===== src/rtl/bounce_pkg.sv =====
// Shared state encoding and default parameter values for the lane bounce engine.
package bounce_pkg;

  typedef enum logic [1:0] {
    IDLE = 2'd0,
    FALL = 2'd1,
    RISE = 2'd2,
    OVER = 2'd3
  } state_t;

  localparam int unsigned DEF_NUM_LANES  = 4;
  localparam int unsigned DEF_POS_W      = 7;
  localparam int unsigned DEF_COLOR_W    = 3;
  localparam int unsigned DEF_SCORE_W    = 16;
  localparam int unsigned DEF_HIT_WIN    = 4;
  localparam int unsigned DEF_FLOOR_Y    = 116;
  localparam int unsigned DEF_START_Y    = 0;
  localparam int unsigned DEF_BOUNCE_LEN = 50;

endpackage


===== src/rtl/lane_hit_check.sv =====
// Single-lane hit test: colours equal and platform inside the ball's catch window.
module lane_hit_check #(
  parameter int unsigned POS_W   = 7,
  parameter int unsigned COLOR_W = 3,
  parameter int unsigned HIT_WIN = 4
) (
  input  logic [POS_W-1:0]   ball_y,
  input  logic [COLOR_W-1:0] ball_color,
  input  logic [POS_W-1:0]   plat_pos,
  input  logic [COLOR_W-1:0] plat_color,
  output logic               match_c
);

  localparam int unsigned WIDE_W = POS_W + 1;

  logic [WIDE_W-1:0] win_top;
  logic [WIDE_W-1:0] pos_wide;

  // Window top carries one extra bit so a ball near the top of the range cannot wrap.
  always_comb begin
    win_top  = {1'b0, ball_y} + WIDE_W'(HIT_WIN);
    pos_wide = {1'b0, plat_pos};
    match_c  = (ball_color == plat_color) && (plat_pos >= ball_y) && (pos_wide <= win_top);
  end

endmodule


===== src/rtl/lane_bounce_engine.sv =====
// Frame-stepped ball bounce game: lane key presses catch a falling ball on matching platforms.
module lane_bounce_engine
  import bounce_pkg::*;
#(
  parameter int unsigned NUM_LANES  = DEF_NUM_LANES,
  parameter int unsigned POS_W      = DEF_POS_W,
  parameter int unsigned COLOR_W    = DEF_COLOR_W,
  parameter int unsigned SCORE_W    = DEF_SCORE_W,
  parameter int unsigned HIT_WIN    = DEF_HIT_WIN,
  parameter int unsigned FLOOR_Y    = DEF_FLOOR_Y,
  parameter int unsigned START_Y    = DEF_START_Y,
  parameter int unsigned BOUNCE_LEN = DEF_BOUNCE_LEN
) (
  input  logic                           clk,
  input  logic                           resetn,
  input  logic                           start,
  input  logic                           step,
  input  logic [NUM_LANES-1:0]           keys_n,
  input  logic [NUM_LANES*POS_W-1:0]     plat_pos,
  input  logic [NUM_LANES*COLOR_W-1:0]   rnd_plats,
  input  logic [COLOR_W-1:0]             rnd_ball,
  output logic [POS_W-1:0]               ball_y,
  output logic [POS_W-1:0]               prev_ball_y,
  output logic [COLOR_W-1:0]             ball_color,
  output logic [NUM_LANES*COLOR_W-1:0]   plat_color,
  output logic [SCORE_W-1:0]             score,
  output logic [SCORE_W-1:0]             high_score,
  output logic                           gameover,
  output logic                           hit,
  output logic                           upd_valid
);

  localparam int unsigned WIDE_W = POS_W + 1;
  localparam int unsigned CNT_W  = (BOUNCE_LEN > 0) ? $clog2(BOUNCE_LEN + 1) : 1;

  state_t                         state, state_n;
  logic [NUM_LANES-1:0]           key_q, pend, pend_n, edges, eff, lane_match;
  logic [CNT_W-1:0]               cnt, cnt_n;
  logic [POS_W-1:0]               ball_y_n, prev_ball_y_n;
  logic [COLOR_W-1:0]             ball_color_n;
  logic [NUM_LANES*COLOR_W-1:0]   plat_color_n;
  logic [SCORE_W-1:0]             score_n, high_score_n;
  logic                           hit_n, upd_n;
  logic [WIDE_W-1:0]              new_y;

  // One comparator per lane against the current ball.
  for (genvar i = 0; i < NUM_LANES; i++) begin : g_lane
    lane_hit_check #(
      .POS_W   (POS_W),
      .COLOR_W (COLOR_W),
      .HIT_WIN (HIT_WIN)
    ) u_hit (
      .ball_y     (ball_y),
      .ball_color (ball_color),
      .plat_pos   (plat_pos[i*POS_W +: POS_W]),
      .plat_color (plat_color[i*COLOR_W +: COLOR_W]),
      .match_c    (lane_match[i])
    );
  end

  assign edges    = key_q & ~keys_n;
  assign eff      = pend | edges;
  assign gameover = (state == OVER);

  // Next-state and next-value logic for the whole game datapath.
  always_comb begin
    state_n       = state;
    pend_n        = pend | edges;
    cnt_n         = cnt;
    ball_y_n      = ball_y;
    prev_ball_y_n = prev_ball_y;
    ball_color_n  = ball_color;
    plat_color_n  = plat_color;
    score_n       = score;
    high_score_n  = high_score;
    hit_n         = 1'b0;
    upd_n         = 1'b0;
    new_y         = {1'b0, ball_y};

    if (step) pend_n = '0;

    case (state)
      IDLE, OVER: begin
        if (start) begin
          state_n       = FALL;
          pend_n        = '0;
          ball_y_n      = POS_W'(START_Y);
          prev_ball_y_n = POS_W'(START_Y);
          score_n       = '0;
          ball_color_n  = rnd_ball;
          plat_color_n  = rnd_plats;
          upd_n         = 1'b1;
        end
      end
      FALL, RISE: begin
        if (step) begin
          upd_n         = 1'b1;
          prev_ball_y_n = ball_y;
          if (state == FALL && $onehot(eff) && |(eff & lane_match)) begin
            // A catch turns the ball around on this very frame.
            hit_n        = 1'b1;
            state_n      = RISE;
            cnt_n        = CNT_W'(BOUNCE_LEN);
            ball_color_n = rnd_ball;
            plat_color_n = rnd_plats;
            score_n      = (score == '1) ? score : score + SCORE_W'(1);
            new_y        = (ball_y == '0) ? '0 : {1'b0, ball_y} - WIDE_W'(1);
          end else if (state == FALL) begin
            new_y = {1'b0, ball_y} + WIDE_W'(1);
          end else begin
            new_y   = (ball_y == '0) ? '0 : {1'b0, ball_y} - WIDE_W'(1);
            cnt_n   = (cnt == '0) ? '0 : cnt - CNT_W'(1);
            if (cnt_n == '0) state_n = FALL;
          end
          ball_y_n = POS_W'(new_y);
          if (new_y >= WIDE_W'(FLOOR_Y)) begin
            state_n      = OVER;
            high_score_n = (score_n > high_score) ? score_n : high_score;
          end
        end
      end
      default: state_n = IDLE;
    endcase
  end

  // State and datapath registers; reset discards the whole game.
  always_ff @(posedge clk or negedge resetn) begin
    if (!resetn) begin
      state       <= IDLE;
      key_q       <= '1;
      pend        <= '0;
      cnt         <= '0;
      ball_y      <= '0;
      prev_ball_y <= '0;
      ball_color  <= '0;
      plat_color  <= '0;
      score       <= '0;
      high_score  <= '0;
      hit         <= 1'b0;
      upd_valid   <= 1'b0;
    end else begin
      state       <= state_n;
      key_q       <= keys_n;
      pend        <= pend_n;
      cnt         <= cnt_n;
      ball_y      <= ball_y_n;
      prev_ball_y <= prev_ball_y_n;
      ball_color  <= ball_color_n;
      plat_color  <= plat_color_n;
      score       <= score_n;
      high_score  <= high_score_n;
      hit         <= hit_n;
      upd_valid   <= upd_n;
    end
  end

endmodule


===== config.mk =====
export PLATFORM = sky130hd
export DESIGN_NAME = lane_bounce_engine
export DESIGN_NICKNAME = d
export VERILOG_FILES = /design/src/rtl/bounce_pkg.sv /design/src/rtl/lane_hit_check.sv /design/src/rtl/lane_bounce_engine.sv
export SDC_FILE = /design/constraint.sdc
export NUM_CORES = 1
export LEC_CHECK = 0
export CORE_MARGIN = 10
export CORE_UTILIZATION = 30
export CTS_BUF_LIST = sky130_fd_sc_hd__clkbuf_8
export CTS_CLUSTER_SIZE = 10
export DETAILED_ROUTE_END_ITERATION = 8
export GPL_TIMING_DRIVEN = 0
export PLACE_DENSITY = 0.61
export SYNTH_ARGS = -nofsm -noshare
export SYNTH_HDL_FRONTEND = slang
export SYNTH_SLANG_ARGS = --single-unit
export TNS_END_PERCENT = 50

===== constraint.sdc =====
create_clock -name clk -period 5.3 [get_ports clk]
set_input_delay 0.53 -clock clk [delete_from_list [all_inputs] [get_ports clk]]
set_output_delay 0.53 -clock clk [all_outputs]
set_load 0.02 [all_outputs]

==> results.md, run 1 <==
Outcome:
- The run finished with clean final reports.

Synthesis:
- Of the post-synthesis cell area, the dominant cell type holds 0.317.
- The net count after synthesis is 753.
- In the synthesized netlist the dominant register cell turns out to be sky130_fd_sc_hd__dfrtp_1.
- The async set or reset register ratio after synthesis is 1.00.
- In the synthesized netlist, the cells that appear most often are sky130_fd_sc_hd__ha_1 (76), sky130_fd_sc_hd__dfrtp_1 (75), sky130_fd_sc_hd__inv_1 (46), sky130_fd_sc_hd__o21ai_0 (36), sky130_fd_sc_hd__a21oi_1 (33).
- The largest total area in the synthesized netlist belongs to sky130_fd_sc_hd__dfrtp_1.
- sky130_fd_sc_hd__ha_1 is the most common cell in the netlist.
- By area the synthesized netlist is led by sky130_fd_sc_hd__dfrtp_1 (32%), sky130_fd_sc_hd__ha_1 (16%), sky130_fd_sc_hd__mux2_2 (4.0%), sky130_fd_sc_hd__xnor2_1 (4.0%), sky130_fd_sc_hd__o21ai_0 (3.0%).
- The number of register bits inferred by synthesis is 79.
- During synthesis, Yosys emitted a total of 0 warnings.
- The sequential area share after synthesis is 0.335.
- Each instance of the synthesized netlist takes up on average 9.47 um2.
- Yosys mapped the design onto 67 distinct sky130hd cell types.
- Counting every instance in the synthesized netlist gives 625.
- The number of enable flip-flop cells after synthesis is 0.
- The cell area after synthesis is 5920 um2.

Floorplanning:
- The die covers 25800 um2.
- The die width is 160 um.
- The die is 160 um tall.
- The core outline area is 19500 um2.
- The number of placement rows is 51.
- For this configuration, the core starts out at a cell density of 0.304.
- The number of ports placed on the die boundary is 115.

Worst setup path:
- STA classifies the critical path endpoint as a register.
- The worst setup path is launched from a primary input.
- STA puts the critical path data arrival time at 5.40 ns.
- Along the worst path, the maximum fanout reaches 6.
- The kind of critical path is in2reg.
- At the worst endpoint, the required time is 5.56 ns.

Place:
- The worst slack at placement is -1.32 ns.
- The number of I/O port buffers is 114.
- The post-DP HPWL is 13600 um.
- The weighted congestion reported at the end of routability-driven placement is 0.873.
- The number of placed instances, taps included, is 1005.

Clock network:
- The H-tree was split into 3 levels.
- The clock input transition at the sequential cells of the worst setup and hold paths is 0.09 ns.
- The clock tree from TritonCTS is built.
- The clock latency on the worst-skew pair is 0.38 ns.
- The root buffer cell chosen for the clock tree is sky130_fd_sc_hd__clkbuf_8.
- For this design, the CTS-stage hold fixing added 0 buffers.
- Counting along the longest clock path gives a buffer depth of 2.
- The number of clock buffers added by TritonCTS is 9.
- The total clock sinks is 79.

Drt:
- In the routed design, unresolved DRC markers number 0.
- The post-detailed-routing wire length is 18000 um.
- The vias after detailed routing is 5358.
- The first routing iteration left 437 violations.
- The number of detailed-routing iterations run before antenna repair is 5.
- In the final routed layout, each cell accounts on average for 17.4 um.
- The detail route stage leaves a number of antenna-violating nets equal to 0.
- Dividing the detail-routed via count by the number of cells gives 5.17.

Global route:
- The number of antenna violations at the first check in global routing was 0.
- The via count of the first global-routing pass is 5223.
- The total track usage is 0.136.
- The global-route congestion overflow total is 0.
- The global-route wire length before repair is 28400 um.
- Entering global routing, the biggest net connects 63 pins.

Cells and area:
- The final standard cell count with taps included and fillers excluded is 1037.
- The repair_antennas step left the layout with diodes totalling 0.
- Compared with the post-synthesis result, the final layout area differs by 35.1%.
- Of the cells placed in the final design, the portion with a size suffix greater than 1 is 0.149.
- The number of fill cells is 1896.
- Summing all flip-flop and latch instances after layout gives 1990 um2.
- The number of nets in the layout is 895.
- The multi-input combinational cells in the finished layout cover a total of 3790 um2.

Timing:
- The remaining max-slew budget at the tightest pin is 0.563.
- The minimum period implied by the final worst setup slack is 5.14 ns.
- The number of endpoints with negative hold slack in the final report was 0.
- The clock skew after layout is 0.0152 ns.
- In the finished design, the share of the clock period the worst path needs comes to 0.970.
- The highest attainable clock frequency is 195 MHz.
- The max-slew violation count is 0.
- The slew of the pin with the lowest slew margin is 0.655 ns.
- Setup slack on the critical path of the routed design comes to 0.159 ns.
- Setup violations remaining at the end of the flow were counted as 0.

Pwr:
- The static leakage power is 3.32 nW.
- The peak supply drop is 132 uV.
- The power density over the cells is 425 nW/um2.

Run:
- The number of maximum-capacitance violations is 0.

Min path:
- The worst hold path class is in2async.
cells by family after synthesis:
family          synth area share
simple gates               0.156
compound gates             0.179
flops                      0.335
fa+ha+maj                  0.164
buf+inv                   0.0528
mux                       0.0689
xor+xnor                  0.0444
power by group:
| part | internal, W | total, W | leakage [nW] | switching [W] |
|---|---|---|---|---|
| Combinational | 0.000872 | 0.00198 | 2.20 | 0.00111 |
| Clock | 0.000291 | 0.000534 | 0.117 | 0.000243 |
| Sequential | 0.000750 | 0.000884 | 1.01 | 0.000134 |
what timing repair did:
action                     CTS  global route
setup endpoints to repair   16            16
pin swaps                    5            10
hold endpoints to repair     0             0
gates cloned                 0             1
buffers inserted             8             8
resized for setup           31            24
sequential cells by signal (all words and copies together), names as in the netlist:
register / flops
ball_color: 3
ball_y: 7
cnt: 6
high_score: 16
hit: 1
key_q: 4
pend: 4
plat_color: 12
prev_ball_y: 7
score: 16
state: 2
upd_valid: 1
metrics by stage:
| step | hold slack [ns] | area [um2] | power, W | util | setup TNS, ns |
|---|---|---|---|---|---|
| 4_1_cts | 0.0211 | 7840 | 0.00337 | 0.403 | 0 |
| 2_1_floorplan | 0.234 | 5920 | 0.00208 | - | 0 |
| 3_3_place_gp | 0.464 | 7390 | 0.00272 | 0.380 | -19.79 |
| 6_report | 0.0200 | 8000 | 0.00340 | 0.411 | 0 |
| 3_5_place_dp | 0.427 | 7420 | 0.00273 | 0.381 | -19.66 |
| 5_1_grt | 0.0199 | 8000 | 0.00366 | 0.411 | -0.588 |
area by class of cell:
class,count,share of cell area
inverter,48,0.0246
tap,265,0.0415
multi-input combinational,472,0.474
clock buffer,11,0.0189
buffer,25,0.0200
timing repair buffer,132,0.163
clock inverter,5,0.0100
sequential,79,0.248
final timing paths:
| kind | from | end | slack, ns | depth (start not counted) |
|---|---|---|---|---|
| setup / recovery | keys_n[0] | high_score[8] | 0.16 | 22 |
| hold / removal | resetn | high_score[12] | 0.02 | 1 |
| setup reg to reg | ball_y[2] | high_score[8] | 0.22 | 25 |
| hold reg to reg | prev_ball_y[2] | prev_ball_y[2] | 0.48 | 2 |
| max in group asynchronous | resetn | key_q[0] | 4.62 | 2 |
| min in group clk | prev_ball_y[2] | prev_ball_y[2] | 0.48 | 2 |
metal layers:
layer	global-route usage	wire length, um	vias to the layer above
met4	0.0417	291	0
met3	0.0286	954	20
met1	0.169	8020	2582
met5	0	0	-
met2	0.229	8760	158
li1	-	-	2598
critical path: stages:
cell and delay, ns:
sky130_fd_sc_hd__clkdlybuf4s50_1 0.50, sky130_fd_sc_hd__inv_1 0.05, sky130_fd_sc_hd__a21o_1 0.19, sky130_fd_sc_hd__fa_1 0.56, sky130_fd_sc_hd__ha_2 0.19, sky130_fd_sc_hd__ha_4 0.21
sky130_fd_sc_hd__or4b_4 0.58, sky130_fd_sc_hd__nor2_4 0.12, sky130_fd_sc_hd__and3_1 0.16, sky130_fd_sc_hd__buf_4 0.14, sky130_fd_sc_hd__o21ai_1 0.10, sky130_fd_sc_hd__ha_1 0.30
sky130_fd_sc_hd__nand4_1 0.16, sky130_fd_sc_hd__nor2_1 0.18, sky130_fd_sc_hd__nor4_2 0.07, sky130_fd_sc_hd__o21bai_1 0.15, sky130_fd_sc_hd__a21oi_1 0.11, sky130_fd_sc_hd__nor3_2 0.20
sky130_fd_sc_hd__nor3_2 0.09, sky130_fd_sc_hd__nor4_4 0.29, sky130_fd_sc_hd__buf_6 0.19, sky130_fd_sc_hd__mux2_1 0.32
cell usage in the layout (no fill, tap or decap), types with 7 or more instances in the layout:
master	synthesis	routed
sky130_fd_sc_hd__clkdlybuf4s50_1	0	113
sky130_fd_sc_hd__mux2_2	21	21
sky130_fd_sc_hd__inv_1	46	43
sky130_fd_sc_hd__xnor2_1	27	25
sky130_fd_sc_hd__nand2_1	29	29
sky130_fd_sc_hd__nand3_1	21	20
sky130_fd_sc_hd__a31oi_1	15	14
sky130_fd_sc_hd__a21oi_2	1	7
sky130_fd_sc_hd__clkbuf_1	12	10
sky130_fd_sc_hd__a211oi_1	12	12
sky130_fd_sc_hd__o21ai_0	36	35
sky130_fd_sc_hd__o31ai_1	8	8
sky130_fd_sc_hd__ha_1	76	74
sky130_fd_sc_hd__and3_1	9	9
sky130_fd_sc_hd__nor2_1	32	31
sky130_fd_sc_hd__a21oi_1	33	26
sky130_fd_sc_hd__nor3_1	16	13
sky130_fd_sc_hd__dfrtp_1	75	72
sky130_fd_sc_hd__nand2b_1	9	9
sky130_fd_sc_hd__a21o_1	9	9
sky130_fd_sc_hd__buf_4	0	18
sky130_fd_sc_hd__clkbuf_8	0	13
sky130_fd_sc_hd__nand4_1	13	13
sky130_fd_sc_hd__nor2b_1	8	8
sky130_fd_sc_hd__mux2_1	9	9
Power figures use the tool's default switching activity.
==> inputs of run 2 (changes only) <==
--- a/config.mk
+++ b/config.mk
@@ -8,7 +8,7 @@
 export CORE_MARGIN = 10
 export CORE_UTILIZATION = 30
 export CTS_BUF_LIST = sky130_fd_sc_hd__clkbuf_8
-export CTS_CLUSTER_SIZE = 10
+export CTS_CLUSTER_SIZE = 40
 export DETAILED_ROUTE_END_ITERATION = 8
 export GPL_TIMING_DRIVEN = 0
 export PLACE_DENSITY = 0.61
==> results of run 2 <==
No change in the layout: final DEF, timing and power equal those of run 1.
==> inputs of run 3 (changes only) <==
--- a/config.mk
+++ b/config.mk
@@ -12,6 +12,7 @@
 export DETAILED_ROUTE_END_ITERATION = 8
 export GPL_TIMING_DRIVEN = 0
 export PLACE_DENSITY = 0.61
+export RECOVER_POWER = 100
 export SYNTH_ARGS = -nofsm -noshare
 export SYNTH_HDL_FRONTEND = slang
 export SYNTH_SLANG_ARGS = --single-unit
==> run 3 against run 2 <==
Compared with the run above:
- clock skew is essentially flat
- maximum frequency is essentially flat
- die area is the same
- count of clock-buffer cells in the layout unchanged
- power fell by 1.4%
- critical endpoint unchanged
- largest cell class unchanged
- largest power group unchanged
==> results.md, run 3 (synthesis gave the netlist of run 1 again) <==
Clock network:
- The root buffer cell is sky130_fd_sc_hd__clkbuf_8 (unchanged).
- The total clock sinks is 79 (unchanged).
- The clock tree from TritonCTS is built (unchanged).
- The clock input transition at the sequential cells of the worst setup and hold paths was 0.09 ns (about the same).
- The number of H-tree branching levels is 3 (unchanged).
- The number of buffers created by CTS is 9 (unchanged).
- The clock latency on the worst-skew pair is 0.38 ns (about the same).
- The maximum number of buffers from clock root to sink is 2 (unchanged).

Cells and area:
- The number of antenna diodes is 0 (unchanged).
- The footprint of the multi-input gates came to 3790 um2 (unchanged).
- The number of nets in the layout is 895 (unchanged).
- Commonest non-fill, non-tap cells in the layout: sky130_fd_sc_hd__ha_1 (74), sky130_fd_sc_hd__dfrtp_1 (72), sky130_fd_sc_hd__dlygate4sd3_1 (65) (was sky130_fd_sc_hd__clkdlybuf4s50_1 (113), sky130_fd_sc_hd__ha_1 (74), sky130_fd_sc_hd__dfrtp_1 (72)).
- The sequential cell area is 1990 um2 (unchanged).
- The fraction of layout instances using a drive strength above 1 is 0.148 (was 0.149).
- The final standard cell count with taps included and fillers excluded came to 1037 (unchanged).
- The layout overhead on the synthesized area was 35.0% (was 35.1%).
- The leading cell type in the layout, fill and taps excluded is sky130_fd_sc_hd__ha_1 (was sky130_fd_sc_hd__clkdlybuf4s50_1).
- Regs by FF count: high_score (16), score (16), plat_color (12) (unchanged).
- The number of fill cells is 1898 (was 1896).

Timing:
- The remaining max-slew budget at the tightest pin is 0.291 (was 0.563).
- The highest attainable clock frequency is 194 MHz (was 195 MHz).
- The clock skew after layout is 0.0156 ns (was 0.0152 ns).
- The minimum period implied by the final worst setup slack is 5.15 ns (was 5.14 ns).
- The slew of the pin with the lowest slew margin came to 1.06 ns (was 0.655 ns).
- The fraction of the cycle the final worst path needs was 0.971 (was 0.970).
- The number of endpoints with negative hold slack in the final report is 0 (unchanged).
- The tightest hold margin came to 0.323 ns (was 0.0200 ns).
- The max-slew violation count was 0 (unchanged).
- The total setup violations reported at the end of the flow is 0 (unchanged).

Worst setup path:
- The critical path capture point type is a register (unchanged).
- The critical-path maximum fanout is 6 (unchanged).
- The data arrival time of the critical path is 5.40 ns (about the same).
- The most frequent cell on the critical path is sky130_fd_sc_hd__nor3_2 (unchanged).
- The kind of critical path is in2reg (unchanged).
- The family with the most delay on the worst path is simple AND/OR/NAND/NOR gates (unchanged).
- The biggest cell delay along the critical path is 0.59 ns (was 0.58 ns).
- The type of origin of the critical path is a primary input (unchanged).
- The combined buffer and inverter count along the critical path is 4 (unchanged).
- The required time at the worst-slack endpoint is 5.56 ns (about the same).
- Critical path, cell by cell: clkdlybuf4s50_1 > inv_1 > a21o_1 > fa_1 > ha_2 > ha_4 > or4b_4 > nor2_4 > and3_1 > buf_4 > o21ai_1 > ha_1 > nand4_1 > nor2_1 > nor4_2 > o21bai_1 > a21oi_1 > nor3_2 > nor3_2 > nor4_4 > buf_6 > mux2_1 (unchanged).
- The cell with the biggest individual delay on the critical path is sky130_fd_sc_hd__or4b_4 (unchanged).

Drt:
- The post-detailed-routing wire length came to 18000 um (about the same).
- The number of detailed-routing iterations run before antenna repair is 7 (was 5).
- The starting DRC count in detailed routing was 487 (was 437).
- The detailed-route vias per instance was 5.17 (about the same).
- The number of nets with antenna violations after detailed routing is 0 (unchanged).
- The DRC violation count after routing came to 0 (unchanged).
- The vias after detailed routing is 5365 (was 5358).
- The routed wirelength normalized by instance count is 17.4 um (about the same).

Min path:
- The worst hold path class is in2async (unchanged).

Floorplanning:
- The die area is 25800 um2 (unchanged).
- The vertical die dimension is 160 um (unchanged).
- The core outline area came to 19500 um2 (unchanged).
- The number of ports placed on the die boundary is 115 (unchanged).
- The starting utilization of the core area is 0.304 (unchanged).
- The number of placement rows came to 51 (unchanged).
- The die width was 160 um (unchanged).

Global route:
- The total track usage is 0.136 (unchanged).
- The global-route congestion overflow total is 0 (unchanged).
- The number of antenna violations at the first check in global routing was 0 (unchanged).
- The largest net degree at the start of global routing is 63 (unchanged).
- The via count of the first global-routing pass is 5223 (unchanged).
- The global-route wire length before repair is 28400 um (unchanged).

Pwr:
- The fraction of power consumed by combinational cells came to 0.579 (was 0.583).
- The switching share of power was 0.442 (was 0.438).
- The power density over the cells is 420 nW/um2 (was 425 nW/um2).
- The static leakage power is 3.48 nW (was 3.32 nW).
- The switching power summed over all nets came to 0.00148 W (was 0.00149 W).
- The share of power burned in the clock network is 0.159 (was 0.157).
- The internal cell power is 0.00187 W (was 0.00191 W).
- The sequential power share came to 0.262 (was 0.260).
- The peak supply drop came to 131 uV (was 132 uV).

Place:
- The number of placed instances with taps included is 1005 (unchanged).
- The number of I/O port buffers is 114 (unchanged).
- The weighted congestion reported at the end of routability-driven placement is 0.873 (unchanged).
- The post-DP HPWL is 13600 um (unchanged).

Run:
- The number of maximum-capacitance violations is 0 (unchanged).

Outcome:
- Run status: complete, no violations (unchanged).
## run 3: routing by layer
metal	GRT usage	vias up	share of wire
li1	-	2605	-
met1	0.169	2584	0.44
met2	0.229	154	0.49
met3	0.0286	22	0.054
met4	0.0417	0	0.016
met5	0	-	0
## run 3: cell type report
class | instances | share of cell area
clock buffers | 11 | 0.0189
well taps | 265 | 0.0415
repair buffers | 132 | 0.162
flip-flops and latches | 79 | 0.248
inverters | 48 | 0.0246
plain buffers | 25 | 0.0200
clock inverters | 5 | 0.0100
multi-input cells | 472 | 0.474
## run 3: what timing repair did
action	4_1_cts	5_1_grt
endpoints found under the setup margin	16	16
gates cloned	0	1
hold buffers	0	0
setup buffers	8	8
resized for setup	31	24
pin swaps	5	10
## run 3: final timing paths
| kind | from | end | slack [ns] | cells past startpoint |
|---|---|---|---|---|
| min reg2reg | prev_ball_y[2] | prev_ball_y[2] | 0.48 | 2 |
| max | keys_n[0] | high_score[8] | 0.15 | 22 |
| max reg2reg | ball_y[2] | high_score[8] | 0.23 | 26 |
| max in group asynchronous | resetn | key_q[0] | 4.04 | 2 |
| min | resetn | high_score[12] | 0.32 | 1 |
| min in group clk | prev_ball_y[2] | prev_ball_y[2] | 0.48 | 2 |
## run 3: power groups by stage
stage | combinational (W) | clock (W) | sequential (W)
global route | 0.00214 | 0.000578 | 0.000899
CTS | 0.00193 | 0.000548 | 0.000885
floorplan | 0.00107 | 0 | 0.00101
global placement | 0.00182 | 0 | 0.000903
finish | 0.00194 | 0.000533 | 0.000879
detailed placement | 0.00183 | 0 | 0.000907
## run 3: through the flow
stage / power [W] / TNS [ns] / area [um2] / worst slack (ns) / utilization
global route: 0.00362 / -0.584 / 7990 / -0.0558 / 0.411
floorplan: 0.00208 / 0 / 5920 / 0.120 / -
finish: 0.00335 / 0 / 7990 / 0.154 / 0.411
global placement: 0.00272 / -19.79 / 7390 / -1.32 / 0.380
CTS: 0.00337 / 0 / 7840 / 0.0169 / 0.403
detailed placement: 0.00273 / -19.66 / 7420 / -1.32 / 0.381
